===== src/rtl/fadd_pkg.sv =====
// ---------------------------------------------------------------------------
// fadd_pkg
// Shared definitions for the arbitrated bf16 adder: the bf16 word width and
// field positions, and the records carried by the two pipeline stages.
// Ports: none (package).
// ---------------------------------------------------------------------------
package fadd_pkg;

    localparam int BF16_W   = 16;
    localparam int SIGN_BIT = 15;
    localparam int EXP_HI   = 14;
    localparam int EXP_LO   = 7;
    localparam int MAN_HI   = 6;
    localparam int MAN_LO   = 0;

    // Widest requester index (N_REQ up to 8); narrower builds use the low bits.
    localparam int ID_MAX_W = 3;

    localparam logic [BF16_W-1:0] BF16_QNAN = 16'h7FC0;

    // S1: accepted operand pair plus the issuing requester.
    typedef struct packed {
        logic [BF16_W-1:0]   a;
        logic [BF16_W-1:0]   b;
        logic [ID_MAX_W-1:0] id;
    } s1_rec_t;

    // S2: finished sum waiting for the consumer.
    typedef struct packed {
        logic [BF16_W-1:0]   y;
        logic [ID_MAX_W-1:0] id;
    } s2_rec_t;

endpackage


===== src/rtl/float_adder_bf16.sv =====
// ---------------------------------------------------------------------------
// float_adder_bf16
// Combinational bf16 adder, round-to-nearest-even. Subnormal inputs and
// results are flushed to zero; NaN inputs or inf-inf give a quiet NaN.
// Ports:
//   clock, reset : present for interface compatibility, unused (pure comb)
//   a, b         : bf16 operands
//   y            : bf16 sum a+b
// ---------------------------------------------------------------------------
module float_adder_bf16
    import fadd_pkg::*;
(
    input  logic              clock,
    input  logic              reset,
    input  logic [BF16_W-1:0] a,
    input  logic [BF16_W-1:0] b,
    output logic [BF16_W-1:0] y
);

    logic unused_ctrl;
    assign unused_ctrl = &{1'b0, clock, reset};

    // m holds the 8-bit significand in [10:3], guard in [2], round/sticky in [1:0].
    function automatic logic [8:0] round_rne(input logic [10:0] m);
        logic inc;
        inc = m[2] & (m[1] | m[0] | m[3]);
        return {1'b0, m[10:3]} + {8'd0, inc};
    endfunction

    logic        sa, sb, s_big, s_sml, same;
    logic [7:0]  ea, eb, e_big, e_sml, d;
    logic [10:0] ma, mb, m_big, m_sml, m_al, norm;
    logic [21:0] sh;
    logic [11:0] sum;
    logic [9:0]  e_res, e_fin;
    logic [3:0]  lz;
    logic        found;
    logic [8:0]  rnd;
    logic        a_nan, b_nan, a_inf, b_inf;

    always_comb begin
        sa    = a[SIGN_BIT];
        sb    = b[SIGN_BIT];
        ea    = a[EXP_HI:EXP_LO];
        eb    = b[EXP_HI:EXP_LO];
        ma    = (ea == 8'd0) ? 11'd0 : {1'b1, a[MAN_HI:MAN_LO], 3'b000};
        mb    = (eb == 8'd0) ? 11'd0 : {1'b1, b[MAN_HI:MAN_LO], 3'b000};
        a_nan = (ea == 8'hFF) && (a[MAN_HI:MAN_LO] != 7'd0);
        b_nan = (eb == 8'hFF) && (b[MAN_HI:MAN_LO] != 7'd0);
        a_inf = (ea == 8'hFF) && (a[MAN_HI:MAN_LO] == 7'd0);
        b_inf = (eb == 8'hFF) && (b[MAN_HI:MAN_LO] == 7'd0);

        // Order by magnitude so the subtraction below never goes negative.
        if (a[EXP_HI:MAN_LO] >= b[EXP_HI:MAN_LO]) begin
            s_big = sa; e_big = ea; m_big = ma;
            s_sml = sb; e_sml = eb; m_sml = mb;
        end else begin
            s_big = sb; e_big = eb; m_big = mb;
            s_sml = sa; e_sml = ea; m_sml = ma;
        end
        same = (s_big == s_sml);

        // Align the smaller operand; everything shifted out folds into sticky.
        d    = e_big - e_sml;
        sh   = {m_sml, 11'd0} >> d;
        m_al = {sh[21:12], sh[11] | (|sh[10:0])};

        sum = same ? ({1'b0, m_big} + {1'b0, m_al}) : ({1'b0, m_big} - {1'b0, m_al});

        lz    = 4'd0;
        found = 1'b0;
        for (int i = 10; i >= 0; i--) begin
            if (!found && sum[i]) begin
                found = 1'b1;
                lz    = 4'(10 - i);
            end
        end

        if (sum[11]) begin
            norm  = {sum[11:2], sum[1] | sum[0]};
            e_res = {2'b00, e_big} + 10'd1;
        end else begin
            norm  = sum[10:0] << lz;
            e_res = {2'b00, e_big} - {6'd0, lz};
        end

        rnd   = round_rne(norm);
        e_fin = e_res + {9'd0, rnd[8]};

        if (a_nan || b_nan || (a_inf && b_inf && (sa != sb))) begin
            y = BF16_QNAN;
        end else if (a_inf) begin
            y = {sa, 8'hFF, 7'd0};
        end else if (b_inf) begin
            y = {sb, 8'hFF, 7'd0};
        end else if (sum == 12'd0 || (!sum[11] && (e_res[9] || e_res == 10'd0))) begin
            // Exact cancellation is +0; like-signed zeros keep their sign.
            y = {same & s_big, 15'd0};
        end else if (e_fin >= 10'd255) begin
            y = {s_big, 8'hFF, 7'd0};
        end else begin
            y = {s_big, e_fin[7:0], rnd[8] ? rnd[7:1] : rnd[6:0]};
        end
    end

endmodule


===== src/rtl/fadd_arb_bf16.sv =====
// ---------------------------------------------------------------------------
// fadd_arb_bf16
// N_REQ requesters share one bf16 adder through a round-robin arbiter and a
// two-stage pipeline (S1 operands, S2 result). Results leave in acceptance
// order tagged with the requester index; rsp_ready backpressure stalls the
// pipeline and closes the grant.
// Optional feature: define FADD_ARB_STATS_EN to add per-requester
// saturating 16-bit transfer counters on grant_count.
// Ports:
//   clock        : rising-edge clock
//   reset        : asynchronous active-low reset
//   req_valid[i] : requester i presents an operand pair
//   req_ready[i] : requester i is accepted this cycle (one-hot or zero)
//   req_a, req_b : bf16 operands, 16-bit slice i per requester
//   rsp_valid    : result available
//   rsp_ready    : consumer accepts result
//   rsp_y        : bf16 sum
//   rsp_id       : index of the requester that issued the result
//   grant_count  : (FADD_ARB_STATS_EN only) 16-bit counter per requester
// ---------------------------------------------------------------------------
module fadd_arb_bf16
    import fadd_pkg::*;
#(
    parameter  int N_REQ = 4,
    localparam int ID_W  = $clog2(N_REQ)
) (
    input  logic                    clock,
    input  logic                    reset,
    input  logic [N_REQ-1:0]        req_valid,
    output logic [N_REQ-1:0]        req_ready,
    input  logic [N_REQ*BF16_W-1:0] req_a,
    input  logic [N_REQ*BF16_W-1:0] req_b,
    output logic                    rsp_valid,
    input  logic                    rsp_ready,
    output logic [BF16_W-1:0]       rsp_y,
    output logic [ID_W-1:0]         rsp_id
`ifdef FADD_ARB_STATS_EN
    ,
    output logic [N_REQ*16-1:0]     grant_count
`endif
);

    logic [ID_W-1:0]   rr_ptr;
    logic [ID_W-1:0]   idx;
    logic [ID_W-1:0]   gnt_id;
    logic              gnt_any;
    logic              vld_p1, vld_p2;
    logic              drain_p2, adv_p1, open_p1, xfer;
    s1_rec_t           st_p1;
    s2_rec_t           st_p2;
    logic [BF16_W-1:0] sum_p1;

    // Round-robin search starting at rr_ptr; index arithmetic wraps because
    // N_REQ is a power of two.
    always_comb begin
        gnt_any = 1'b0;
        gnt_id  = rr_ptr;
        idx     = rr_ptr;
        for (int k = 0; k < N_REQ; k++) begin
            idx = rr_ptr + ID_W'(k);
            if (!gnt_any && req_valid[idx]) begin
                gnt_any = 1'b1;
                gnt_id  = idx;
            end
        end
    end

    assign drain_p2  = vld_p2 & rsp_ready;
    assign adv_p1    = vld_p1 & (~vld_p2 | drain_p2);
    assign open_p1   = ~vld_p1 | adv_p1;
    // Gating with reset keeps req_ready low for the whole reset assertion.
    assign xfer      = gnt_any & open_p1 & reset;
    assign req_ready = xfer ? (N_REQ'(1) << gnt_id) : '0;

    always_ff @(posedge clock or negedge reset) begin
        if (!reset) begin
            rr_ptr <= '0;
            vld_p1 <= 1'b0;
            vld_p2 <= 1'b0;
        end else begin
            if (xfer) begin
                rr_ptr <= gnt_id + ID_W'(1);
            end
            if (xfer) begin
                vld_p1 <= 1'b1;
            end else if (adv_p1) begin
                vld_p1 <= 1'b0;
            end
            if (adv_p1) begin
                vld_p2 <= 1'b1;
            end else if (drain_p2) begin
                vld_p2 <= 1'b0;
            end
        end
    end

    // ---- stage S1: accepted operands ----
    always_ff @(posedge clock) begin
        if (xfer) begin
            st_p1.a  <= req_a[gnt_id*BF16_W +: BF16_W];
            st_p1.b  <= req_b[gnt_id*BF16_W +: BF16_W];
            st_p1.id <= ID_MAX_W'(gnt_id);
        end
    end

    float_adder_bf16 u_add (
        .clock (clock),
        .reset (1'b1),
        .a     (st_p1.a),
        .b     (st_p1.b),
        .y     (sum_p1)
    );

    // ---- stage S2: registered result ----
    always_ff @(posedge clock or negedge reset) begin
        if (!reset) begin
            st_p2 <= '0;
        end else if (adv_p1) begin
            st_p2.y  <= sum_p1;
            st_p2.id <= st_p1.id;
        end
    end

    assign rsp_valid = vld_p2;
    assign rsp_y     = st_p2.y;
    assign rsp_id    = st_p2.id[ID_W-1:0];

    // Upper id bits only carry information in the widest configuration.
    logic unused_id_hi;
    assign unused_id_hi = &{1'b0, st_p2.id};

`ifdef FADD_ARB_STATS_EN
    for (genvar g = 0; g < N_REQ; g++) begin : g_cnt
        logic [15:0] cnt;
        always_ff @(posedge clock or negedge reset) begin
            if (!reset) begin
                cnt <= '0;
            end else if (xfer && gnt_id == ID_W'(g) && cnt != 16'hFFFF) begin
                cnt <= cnt + 16'd1;
            end
        end
        assign grant_count[g*16 +: 16] = cnt;
    end
`endif

endmodule


===== config.mk =====
export PLATFORM = sky130hd
export DESIGN_NAME = fadd_arb_bf16
export DESIGN_NICKNAME = d
export VERILOG_FILES = /design/src/rtl/fadd_pkg.sv /design/src/rtl/float_adder_bf16.sv /design/src/rtl/fadd_arb_bf16.sv
export SDC_FILE = /design/constraint.sdc
export NUM_CORES = 1
export LEC_CHECK = 0
export CAP_MARGIN = 30
export CORE_MARGIN = 3
export CORE_UTILIZATION = 30
export CTS_CLUSTER_DIAMETER = 50
export CTS_CLUSTER_SIZE = 25
export DETAILED_ROUTE_END_ITERATION = 8
export GPL_ROUTABILITY_DRIVEN = 0
export HOLD_SLACK_MARGIN = 0.02
export PLACE_DENSITY = 0.54
export SYNTH_ARGS = -nofsm -noshare
export SYNTH_HDL_FRONTEND = slang
export SYNTH_HIERARCHICAL = 1
export SYNTH_SLANG_ARGS = --single-unit

===== constraint.sdc =====
create_clock -name clock -period 12.3 [get_ports clock]
set_input_delay 1.23 -clock clock [delete_from_list [all_inputs] [get_ports clock]]
set_output_delay 1.23 -clock clock [all_outputs]
set_load 0.02 [all_outputs]

==> metrics.yaml, run 1 <==
sw_frac_of_total_pct: 55.3
dp_hpwl_um: 20300
syn-num-nets: 1137
grt_pass1_wl_um: 40000
overflow: 0
start_util_pct: 30.6
netlist_area_um2: 7970
pin_count: 158
hold_start: "st_p1[1]"
critPathLaunchType: "flop"
crit_buf_inv: 5
routed_wl_um: 25300
clock-sinks: 56
fmax_mhz: 86.9
numCtsBuffers: 5
min_to: "rsp_id[1]"
comb_power_share_pct: 85.7
drv_slew: 0
clockBufferDepth: 2
cts_tree: "built"
whs_path_depth: 1
netlist_instances: 966
pwr-share-seq_pct: 9.8
worstHoldPathType: "flop to flop"
setup_viol: 0
core_area_um2: 26100
diodes: 0
h-tree-depth: 2
yosys_warnings: 6
io_buffer_count: 157
worstPathArrival_ps: 11710
cpLargestDelayFamily: "compound AO/OA/AOI/OAI gates"
grt_start_max_net_pins: 60
grt.busiest_layer: "met2"
r2r_cells: 54
setup_slack_ps: 787
layout_min_cycle_time_ps: 11510
drtIter0Drc: 587
clkLatencyLatePin_ps: 310
grt_pass1_vias: 7662
worst_path_max_delay_cell: "edfxtp_1"
drc: 0
grt_usage_pct: 17.0
globalRouteMet2Util_pct: 28.2
ant_nets: 0
r2r_end: "rsp_y[1]"
die_y_um: 169
vias: 8124
clock_tree.root_cell: "clkbuf_16"
powerDensity_nw_per_um2: 334
row_count: 59
wire_per_inst_um: 17.5
crit_type: "flop to flop"
power_switching_uw: 1860
clock_power_share_pct: 4.6
hold_slack_ps: 487
drtPass1Iterations: 7
crit_required_ps: 12500
dieArea_um2: 28500
drv_cap: 0
status: "finished, final reports clean"
p_int_uw: 1510
die_x_um: 169
synthesis.area_per_instance_um2: 8.25
slowest_delay_ps: 500
tightest_slew_ps: 927
avgViaCountPerCell: 5.60
crit_path_start: "st_p1[11]"
r2r-start: "st_p1[11]"
placed_cell_area_um2: 9750
critPathMostFrequentCell: "nor2_1"
finalPower_uw: 3370
fin_crit_sh_pct: 93.6
worstSetupEndpointType: "flop"
drive_gt1_share_pct: 11.6
antenna_found_initial: 0
syn2layout_area_growth_pct: 26.6
grt.met1_usage_pct: 22.8
fin_util_pct: 38.7
nets: 1285
use_met3_pct: 2.99
stdcell_area_um2: 10100
slew-limit-headroom_pct: 38.2
hold_viol: 0
r2r_slack_ps: 790
path_max_fanout: 11
finalClockSkew_ps: 10.4
vdd_drop_max_v: 0.000142
p_leak_uw: 0.00403
cts.clk_slew.worst_paths_ps: 80
dp_slack_ps: 390
-- per-layer routing --
layer	vias to the layer above	share of wire [%]
li1	3963	-
met1	3733	44
met2	373	46
met3	55	6.9
met4	0	2.4
met5	-	0
-- how the worst max path moves through the flow --
stage	cells after the start	slack (ps)	endpoint
finish	54	790	rsp_y[1]
global route	54	-70	rsp_y[1]
CTS	52	300	rsp_y[1]
detailed placement	52	390	rsp_y[1]
global placement	52	840	rsp_y[3]
floorplan	58	1110	rsp_y[3]
-- flip-flops by register name, summed over array words and instances, names as in the netlist --
name / count
rsp_id: 2
rsp_valid: 1
rr_ptr: 2
rsp_y: 16
vld_p1: 1
st_p1: 34
-- through the flow --
step           std cells  TNS [ps]
6_report            1450         0
5_1_grt             1450      -237
4_1_cts             1438         0
3_5_place_dp        1430         0
3_3_place_gp        1429         0
2_1_floorplan        966         0
-- final cells by class --
cell class                      instances  area (um^2)
Inverter                               41          158
Clock buffer                            5          125
Clock inverter                          3         33.8
Timing Repair Buffer                  184         1770
Tap cell                              335          419
Sequential cell                        56         1570
Multi-Input combinational cell        826         6000
Fill cell                            2705        16000
-- power groups by stage --
stage | registers, uW | logic [uW] | clock network, uW
5_1_grt | 339 | 3170 | 166
6_report | 329 | 2880 | 154
4_1_cts | 331 | 2790 | 161
2_1_floorplan | 353 | 2110 | 0
3_5_place_dp | 335 | 2780 | 0
3_3_place_gp | 333 | 2800 | 0
-- placed cells by master, fill, tap and decap left out, types with 8 or more instances in the layout --
cell,n
mux2i_1,117
a211oi_1,10
buf_4,26
o21ai_1,8
a21oi_1,60
and3_1,12
nand2_1,104
nor2_1,66
nand4_1,13
nand3_1,43
or3_1,8
clkdlybuf4s50_1,157
mux2_2,25
o21a_1,8
nor4_1,13
a21o_1,12
nor3_1,21
nor2b_1,8
xor2_1,10
o21ai_0,48
o31ai_1,12
dfrtp_1,22
inv_1,36
o211ai_1,14
xnor2_1,16
edfxtp_1,34
ha_1,28
and2_1,16
-- repair_timing --
action / in CTS / in global routing
hold buffers: 0 / 0
setup buffers: 0 / 12
endpoints found under the setup margin: 0 / 15
gates resized for setup: 0 / 24
(Power assumes the default switching activity.)
==> run 2, diff against run 1 <==
Settings changed: PLACE_DENSITY 0.54 to not set.
==> run 2 against run 1 <==
Against the previous run: setup slack improved by 230 ps; critical path type unchanged; via count increased by 0.18%; count of clock-buffer cells in the layout unchanged; register-to-register slack gained 230 ps; clock power barely moved; core utilization decreased by 0.15 points; combinational power about the same; non-clock buffer count fell by 6; die area stayed put.
==> metrics.yaml, run 2 (synthesis gave the netlist of run 1 again) <==
p_int_uw: 1510  # +0.25%
finalPower_uw: 3370  # +0.17%
critPathLaunchType: "flop"
nets: 1279  # -0.47%
die_x_um: 169  # unchanged
pin_count: 158  # unchanged
drc: 0  # unchanged
fin_crit_sh_pct: 91.7  # -1.9 points
h-tree-depth: 2  # unchanged
largest_reg_flops: 34  # unchanged
drtIter0Drc: 687  # +17%
vias: 8139  # +0.18%
fillers: 2660  # -1.7%
register_area_um2: 1570  # unchanged
clockBufferDepth: 2  # unchanged
numCtsBuffers: 5  # unchanged
worstPathArrival_ps: 11490  # -220 ps
power_switching_uw: 1860  # +0.12%
sw_frac_of_total_pct: 55.2  # about the same
cts_tree: "built"
overflow: 0  # unchanged
drv_slew: 0  # unchanged
clkLatencyLatePin_ps: 310  # about the same
largest-register: "st_p1"
syn2layout_area_growth_pct: 26.1
drive_gt1_share_pct: 10.7  # -0.84 points
dp_hpwl_um: 20400  # +0.37%
slowest_delay_ps: 470  # -30 ps
finalClockSkew_ps: 9.00  # -1.38 ps
fmax_mhz: 88.6  # +2.0%
dp_slack_ps: 166  # -224 ps
whs_path_depth: 1  # unchanged
mostFrequentLayoutCell: "clkdlybuf4s50_1"
dp_cells: 1427  # -0.21%
multi_input_area_um2: 6020  # +0.23%
powerDensity_nw_per_um2: 336  # +0.56%
rsz0062_at_grt: "no"
fin_tns_setup_ps: 0  # unchanged
slew-limit-headroom_pct: 33.8  # -4.4 points
hold_viol: 0  # unchanged
worst_path_max_delay_cell: "edfxtp_1"
row_count: 59  # unchanged
core_area_um2: 26100  # unchanged
worstHoldPathType: "flop to flop"
start_util_pct: 30.6  # unchanged
comb_power_share_pct: 85.7  # about the same
r2r_cells: 54  # unchanged
routed_wl_um: 25200  # -0.64%
crit_type: "flop to flop"
drtPass1Iterations: 5  # -2
cts.clk_slew.worst_paths_ps: 80  # about the same
grt_usage_pct: 16.9  # -0.10 points
grt_pass1_vias: 7869  # +2.7%
setup_slack_ps: 1020  # +231 ps
layout_common_cells: "clkdlybuf4s50_1, mux2i_1, nand2_1"
pwr-share-seq_pct: 9.7  # about the same
crit_required_ps: 12500  # about the same
io_buffer_count: 157  # unchanged
die_y_um: 169  # unchanged
clock_tree.root_cell: "clkbuf_16"
critPathMostFrequentCell: "ha_1"
clock_power_share_pct: 4.5  # about the same
fin_cells: 1444  # -0.41%
grt_pass1_wl_um: 40000  # about the same
postCtsHoldBufs: 0  # unchanged
clock-sinks: 56  # unchanged
status: "finished, final reports clean"
grt_start_max_net_pins: 54  # -10%
ant_nets: 0  # unchanged
p_leak_uw: 0.00400  # -0.84%
wire_per_inst_um: 17.4  # -0.22%
vdd_drop_max_v: 0.000128  # -11%
drv_cap: 0  # unchanged
avgViaCountPerCell: 5.64  # +0.60%
worstSetupEndpointType: "flop"
dieArea_um2: 28500  # unchanged
path_max_fanout: 16  # +5
diodes: 0  # unchanged
setup_viol: 0  # unchanged
antenna_found_initial: 0  # unchanged
layout_min_cycle_time_ps: 11280  # -231 ps
tightest_slew_ps: 984  # +57.1 ps
[run 2: cell count changes in the layout (fill, tap and decap cells not counted), sizes merged]
cell    change
clkinv      -1
inv         +1
buf         -6
[run 2: layout make-up]
type / instances / area share [%]
sequential: 56 / 15.6
multi-input combinational: 826 / 59.9
tap: 335 / 4.17
clock inverter: 3 / 0.274
timing repair buffer: 178 / 17.2
inverter: 41 / 1.53
clock buffer: 5 / 1.25
[run 2: final timing paths]
check / slack (ps) / start / endpoint
max in group asynchronous: 10790 / reset / rsp_y[15]
setup reg to reg: 1020 / st_p1[11] / rsp_y[1]
min in group asynchronous: 1270 / reset / rsp_y[4]
hold reg to reg: 480 / st_p1[0] / rsp_id[0]
hold / removal: 480 / st_p1[0] / rsp_id[0]
setup / recovery: 1020 / st_p1[11] / rsp_y[1]
[run 2: power by group through the flow]
stage,sequential [uW],clock [uW],combinational (uW)
after floorplan,353,0,2110
after CTS,329,157,2790
final,328,152,2890
after detailed placement,334,0,2780
after global routing,338,166,3170
after global placement,332,0,2760
[run 2: per-layer routing]
layer,wire [um],GRT usage [%],up-vias
li1,-,-,3939
met1,11100,22.0,3805
met2,11900,29.1,368
met3,1760,2.76,27
met4,430,4.34,0
met5,0,0,-
[run 2: timing repair]
| action | CTS | global route |
|---|---|---|
| setup buffers | 0 | 9 |
| endpoints found under the hold margin | 0 | 0 |
| resized for setup | 0 | 21 |
| setup endpoints to repair | 0 | 16 |
[run 2: per-stage QoR]
step | hold slack, ps | instance area, um^2 | utilization [%]
2_1_floorplan | 455 | 7970 | -
6_report | 485 | 10000 | 38.5
5_1_grt | 512 | 10000 | 38.5
3_3_place_gp | 463 | 9730 | 37.3
4_1_cts | 487 | 9880 | 37.9
3_5_place_dp | 468 | 9730 | 37.3
[run 2: worst max-delay path: cells and delay by family (launching register included)]
kind / cells / cell delay [ps]
buffers and inverters: 6 / 930
AO/OA/AOI/OAI: 16 / 3180
AND/OR/NAND/NOR: 20 / 3420
flip-flops: 1 / 470
adder cells (fa/ha/maj): 6 / 1730
XOR/XNOR: 3 / 710
multiplexers: 3 / 720
